`src/rtl/rr_grant_arbiter_if.sv`:
```
// Request/grant bundle between N requesters and the round-robin arbiter.
// The arbiter uses the slave side; requesters (or a bench) drive the master side.
interface rr_grant_arbiter_if #(
  parameter int N = 4
) ();
  localparam int IW = $clog2(N);

  logic [N-1:0]  req;
  logic          done;
  logic [N-1:0]  gnt;
  logic [IW-1:0] gnt_idx;
  logic          gnt_valid;
  logic          timeout;

  modport master (
    output req, done,
    input  gnt, gnt_idx, gnt_valid, timeout
  );

  modport slave (
    input  req, done,
    output gnt, gnt_idx, gnt_valid, timeout
  );
endinterface

```
`src/rtl/rr_grant_arbiter.sv`:
```
// Round-robin arbiter: grants one requester at a time, holds until done, request
// drop or MAX_HOLD cycles, then always spends one idle cycle before re-arbitrating.
module rr_grant_arbiter #(
  parameter int N        = 4,
  parameter int MAX_HOLD = 15,
  localparam int IW      = $clog2(N)
) (
  input  logic               clk,
  input  logic               rst,
  rr_grant_arbiter_if.slave  bus
);
  localparam logic [0:0] IDLE  = 1'b0;
  localparam logic [0:0] GRANT = 1'b1;
  localparam logic [7:0] HOLD_LAST = 8'(MAX_HOLD - 1);

  logic [0:0]    state_reg, state_next;
  logic [IW-1:0] ptr_reg, ptr_next;
  logic [7:0]    hold_cnt_reg, hold_cnt_next;
  logic [N-1:0]  gnt_reg, gnt_next;
  logic [IW-1:0] gnt_idx_reg, gnt_idx_next;
  logic          gnt_valid_reg, gnt_valid_next;
  logic          timeout_reg, timeout_next;

  // First requester at or after ptr, wrapping modulo N.
  logic          found;
  logic [IW-1:0] pick;
  int            cand;

  always_comb begin
    found = 1'b0;
    pick  = '0;
    cand  = 0;
    for (int k = 0; k < N; k++) begin
      cand = (int'(ptr_reg) + k) % N;
      if (!found && bus.req[cand[IW-1:0]]) begin
        found = 1'b1;
        pick  = cand[IW-1:0];
      end
    end
  end

  logic [N-1:0] pick_onehot;

  for (genvar gi = 0; gi < N; gi++) begin : g_dec
    assign pick_onehot[gi] = (pick == IW'(gi));
  end

  logic          owner_release;
  logic          forced_release;

  assign owner_release  = bus.done || !bus.req[gnt_idx_reg];
  assign forced_release = !owner_release && (hold_cnt_reg == HOLD_LAST);

  always_comb begin
    state_next     = state_reg;
    ptr_next       = ptr_reg;
    hold_cnt_next  = hold_cnt_reg;
    gnt_next       = gnt_reg;
    gnt_idx_next   = gnt_idx_reg;
    gnt_valid_next = gnt_valid_reg;
    timeout_next   = 1'b0;
    case (state_reg)
      IDLE: begin
        if (found) begin
          state_next     = GRANT;
          gnt_next       = pick_onehot;
          gnt_idx_next   = pick;
          gnt_valid_next = 1'b1;
          hold_cnt_next  = '0;
          ptr_next       = (pick == IW'(N - 1)) ? '0 : pick + 1'b1;
        end
      end
      GRANT: begin
        if (owner_release || forced_release) begin
          state_next     = IDLE;
          gnt_next       = '0;
          gnt_idx_next   = '0;
          gnt_valid_next = 1'b0;
          hold_cnt_next  = '0;
          timeout_next   = forced_release;
        end else begin
          hold_cnt_next  = hold_cnt_reg + 8'd1;
        end
      end
      default: begin
        state_next     = IDLE;
        gnt_next       = '0;
        gnt_idx_next   = '0;
        gnt_valid_next = 1'b0;
        hold_cnt_next  = '0;
      end
    endcase
  end

  always_ff @(posedge clk or posedge rst) begin
    if (rst) begin
      state_reg     <= IDLE;
      ptr_reg       <= '0;
      hold_cnt_reg  <= '0;
      gnt_reg       <= '0;
      gnt_idx_reg   <= '0;
      gnt_valid_reg <= 1'b0;
      timeout_reg   <= 1'b0;
    end else begin
      state_reg     <= state_next;
      ptr_reg       <= ptr_next;
      hold_cnt_reg  <= hold_cnt_next;
      gnt_reg       <= gnt_next;
      gnt_idx_reg   <= gnt_idx_next;
      gnt_valid_reg <= gnt_valid_next;
      timeout_reg   <= timeout_next;
    end
  end

  assign bus.gnt       = gnt_reg;
  assign bus.gnt_idx   = gnt_idx_reg;
  assign bus.gnt_valid = gnt_valid_reg;
  assign bus.timeout   = timeout_reg;
endmodule

```
`src/flat_wrapper.sv`:
```
// flat-port wrapper written by rule: the top's interface ports become plain ports
module rr_grant_arbiter_flat 
#(
  parameter int N        = 4,
  parameter int MAX_HOLD = 15,
  localparam int IW      = $clog2(N)
)
  (clk, rst, bus_req, bus_done, bus_gnt, bus_gnt_idx, bus_gnt_valid, bus_timeout);
  rr_grant_arbiter_if #(.N(N)) bus_i ();
  input  logic clk;
  input  logic rst;
  input wire logic [$bits(bus_i.req)-1:0] bus_req;
  input wire logic [$bits(bus_i.done)-1:0] bus_done;
  output wire logic [$bits(bus_i.gnt)-1:0] bus_gnt;
  output wire logic [$bits(bus_i.gnt_idx)-1:0] bus_gnt_idx;
  output wire logic [$bits(bus_i.gnt_valid)-1:0] bus_gnt_valid;
  output wire logic [$bits(bus_i.timeout)-1:0] bus_timeout;
  assign bus_i.req = bus_req;
  assign bus_i.done = bus_done;
  assign bus_gnt = bus_i.gnt;
  assign bus_gnt_idx = bus_i.gnt_idx;
  assign bus_gnt_valid = bus_i.gnt_valid;
  assign bus_timeout = bus_i.timeout;
  rr_grant_arbiter #(.N(N), .MAX_HOLD(MAX_HOLD)) u_core (.clk(clk), .rst(rst), .bus(bus_i));
endmodule
```
`config.mk`:
```
export PLATFORM = sky130hd
export DESIGN_NAME = rr_grant_arbiter_flat
export DESIGN_NICKNAME = d
export VERILOG_FILES = /design/src/rtl/rr_grant_arbiter_if.sv /design/src/rtl/rr_grant_arbiter.sv /design/src/flat_wrapper.sv
export SDC_FILE = /design/constraint.sdc
export NUM_CORES = 1
export LEC_CHECK = 0
export ABC_AREA = 1
export CAP_MARGIN = 10
export CORE_MARGIN = 4
export CORE_UTILIZATION = 30
export DETAILED_ROUTE_END_ITERATION = 7
export SLEW_MARGIN = 10
export SYNTH_ARGS = -nofsm -noshare
export SYNTH_HDL_FRONTEND = slang
export SYNTH_SLANG_ARGS = --single-unit
```
`constraint.sdc`:
```
create_clock -name clk -period 1.6 [get_ports clk]
set_input_delay 0.32 -clock clk [delete_from_list [all_inputs] [get_ports clk]]
set_output_delay 0.32 -clock clk [all_outputs]
set_load 0.03 [all_outputs]
```
==> qor.yml, run 1 <==
met3_usage_pct: 2.08
area_growth_pct: 57.3
worstMarginPinSlew_ps: 316
initial_utilization_pct: 31.1
holdCritPathClass: "primary input to async pin"
worstPathMaxFanout: 7
cts_tree: "yes"
cts_buffers: 3
r2r_slack_ps: -280
arrival_ps: 2030
ys_types: 24
vias: 1191
grt_pass1_vias: 1189
synth_area_per_cell_um2: 7.50
cp-start-kind: "flop"
fp.coreArea_um2: 4000
post-place-ws_ps: -499
fmax_ghz: 0.532
clkPwrFrac_pct: 8.3
path_clk_slew_ps: 70
cap_violations: 0
seqPwrFrac_pct: 18.9
ios: 15
grt_usage_pct: 12.2
die_h_um: 72.4
synth_seq_cells: 19
slew-limit-headroom_pct: 78.9
fillCellCount: 391
row_count: 23
grt.busiest_layer: "met2"
cts_max_level: 1
seqCellArea_um2: 478
routed_wirelength_um: 3110
rsz0062_at_grt: "true"
clock-skew-final_ps: 2.86
cts_root_buf: "clkbuf_8"
syn_nets: 179
cts_hold_buf: 0
portBuffers: 14
cts_buffer_depth: 2
drt-pass1-iter-count: 4
clk_latency_ps: 250
place_area_um2: 1620
period_minus_slack_ps: 1880
setup_violations: 18
grt_pass1_wl_um: 5180
power-per-cell-area_nw_per_um2: 2050
fp.dieW_um: 72.4
vias_per_cell: 4.55
syn-cell-area_um2: 1240
path_class: "flop to flop"
intPower_mw: 2.07
wl_per_cell_um: 11.9
switchingPower_mw: 1.93
grt_max_degree: 20
fin_crit_sh_pct: 117
seq_area_frac_synth_pct: 38.2
drc: 0
gp_congestion: 0.794
failed_checks: "setup timing"
yosys_warnings: 0
worstReg2RegStart: "u_core.ptr_reg[0]"
setup_tns_ps: -2250
worst_slack_ps: -279
required_ps: 1750
syn-instance-count: 166
vdd_drop_max_v: 0.00101
drive_gt1_share_pct: 43.9
total_power_mw: 4.01
critPathCaptureType: "flop"
grt_use_met2_pct: 19.4
dieArea_um2: 5240
switching_share_pct: 48.2
overflow: 0
largest_reg_flops: 8
grt_antenna_before_repair: 0
rr_worst_depth: 13
drt_iter0_drc: 96
nets: 226
multi_input_area_um2: 876
worstReg2RegEnd: "u_core.bus.gnt[0]"
clock_sinks: 19
p_leak_nw: 1.02
status: "finished, violations left"
hold_viol: 0
hpwl_um: 2030
fin_area_um2: 1960
antennaDiodeCount: 0
maxSlewViolCount: 0
pwr-share-comb_pct: 72.7
met1_usage_pct: 17.3
antenna_left: 0
synth_stat cells:
master	count	share of area, %
nand3_1	27	11
xnor2_1	2	1.4
nor3_1	3	1.2
nand2_1	52	16
inv_2	2	0.60
nand2_4	1	0.90
inv_1	19	5.7
nor2_1	4	1.2
nand3_2	1	0.80
nand2_2	4	2.0
nor2_4	1	0.90
inv_6	1	0.70
o211ai_1	1	0.60
nand3b_4	1	1.6
clkinv_1	1	0.30
xor2_1	4	2.8
ha_1	6	6.0
nand3b_1	1	0.60
a21oi_1	1	0.40
o21ai_1	3	1.2
nand4_1	4	2.0
dfrtp_1	19	38
buf_6	2	1.8
o21ai_0	6	2.4
stage by stage:
step	util, %	hold slack (ps)	cells
6_report	49.0	392	262
5_1_grt	49.0	433	262
4_1_cts	44.6	397	260
3_5_place_dp	40.4	485	248
3_3_place_gp	40.4	492	248
2_1_floorplan	-	271	166
metal layers:
metal  vias up  part of all wire [%]
met1       545                    49
met3         2                   2.6
met5         -                     0
met4         0                  0.97
li1        627                     -
met2        17                    48
cell type report:
class | count | share of cell area, %
clock buffer | 4 | 2.30
multi-input combinational | 122 | 44.7
tap | 50 | 3.19
timing repair buffer | 44 | 20.6
sequential | 19 | 24.4
inverter | 23 | 4.79
power groups by stage:
stage / logic, mW / registers, mW / clock network [mW]
after global placement: 2.14 / 0.761 / 0
after CTS: 2.42 / 0.755 / 0.350
after global routing: 3.21 / 0.777 / 0.378
after floorplan: 1.29 / 0.836 / 0
final: 2.91 / 0.759 / 0.334
after detailed placement: 2.14 / 0.759 / 0
cell usage in the layout, fill, tap and decap left out, types with 3 or more instances in the layout:
| master | n |
|---|---|
| clkbuf_8 | 3 |
| nand3_2 | 13 |
| clkdlybuf4s50_1 | 3 |
| nand2_1 | 30 |
| o21ai_2 | 5 |
| ha_1 | 4 |
| inv_1 | 14 |
| dlygate4sd2_1 | 9 |
| dfrtp_1 | 17 |
| nor3_1 | 3 |
| nor2_1 | 3 |
| nand2_2 | 15 |
| o21ai_1 | 3 |
| xor2_1 | 4 |
| nand2_4 | 11 |
| nand3_1 | 15 |
| nand4_1 | 4 |
| buf_4 | 23 |
| inv_2 | 6 |
| buf_6 | 5 |
worst max-delay path by stage:
stage                   endpoint               from  slack (ps)  cells after the start
6_report       u_core.bus.gnt[0]  u_core.ptr_reg[0]        -280                     13
5_1_grt        u_core.bus.gnt[0]  u_core.ptr_reg[0]        -360                     13
4_1_cts        u_core.ptr_reg[1]  u_core.ptr_reg[0]        -180                     11
3_5_place_dp   u_core.ptr_reg[1]         bus_req[0]        -500                     12
3_3_place_gp   u_core.ptr_reg[1]         bus_req[0]        -490                     12
2_1_floorplan  u_core.ptr_reg[1]  u_core.ptr_reg[0]         -50                     13
logic make-up (layout without fill, tap and decap cells):
| kind of cell | Yosys count | in the layout | synth area share, % |
|---|---|---|---|
| xor gates and xnor gates | 6 | 6 | 4.22 |
| adders and majority gates | 6 | 6 | 6.03 |
| and+or+nand+nor | 99 | 99 | 37.8 |
| DFF | 19 | 19 | 38.2 |
| AOI/OAI and AO/OA | 11 | 11 | 4.62 |
| buffers and inverters | 25 | 71 | 9.15 |
critical path: stages (launching register included):
cell	delay [ps]
dfrtp_2	460
clkinv_4	150
nand2_1	120
nand2_2	80
nand2_4	80
nand2_4	50
nor2_4	170
nand3_2	100
nand3_2	90
nand2_2	80
buf_4	140
ha_1	170
nand2_1	50
nand2_1	40
what timing repair did:
| action | 4_1_cts | 5_1_grt |
|---|---|---|
| setup buffers | 8 | 5 |
| setup endpoints to repair | 25 | 19 |
| gates resized for setup | 37 | 43 |
| pin swaps | 8 | 20 |
Power figures use the tool's default switching activity.
==> run 2, diff against run 1 <==
--- a/config.mk
+++ b/config.mk
@@ -9,6 +9,7 @@
 export CAP_MARGIN = 10
 export CORE_MARGIN = 4
 export CORE_UTILIZATION = 30
+export CTS_CLUSTER_DIAMETER = 150
 export DETAILED_ROUTE_END_ITERATION = 7
 export SLEW_MARGIN = 10
 export SYNTH_ARGS = -nofsm -noshare
==> results of run 2 <==
Same layout as run 1: the final DEF is identical, and so are final timing and power.
==> run 3, diff against run 2 <==
--- a/config.mk
+++ b/config.mk
@@ -11,6 +11,7 @@
 export CORE_UTILIZATION = 30
 export CTS_CLUSTER_DIAMETER = 150
 export DETAILED_ROUTE_END_ITERATION = 7
+export GPL_ROUTABILITY_DRIVEN = 0
 export SLEW_MARGIN = 10
 export SYNTH_ARGS = -nofsm -noshare
 export SYNTH_HDL_FRONTEND = slang
==> results of run 3 <==
Same layout as run 1: the final DEF is identical, and so are final timing and power.
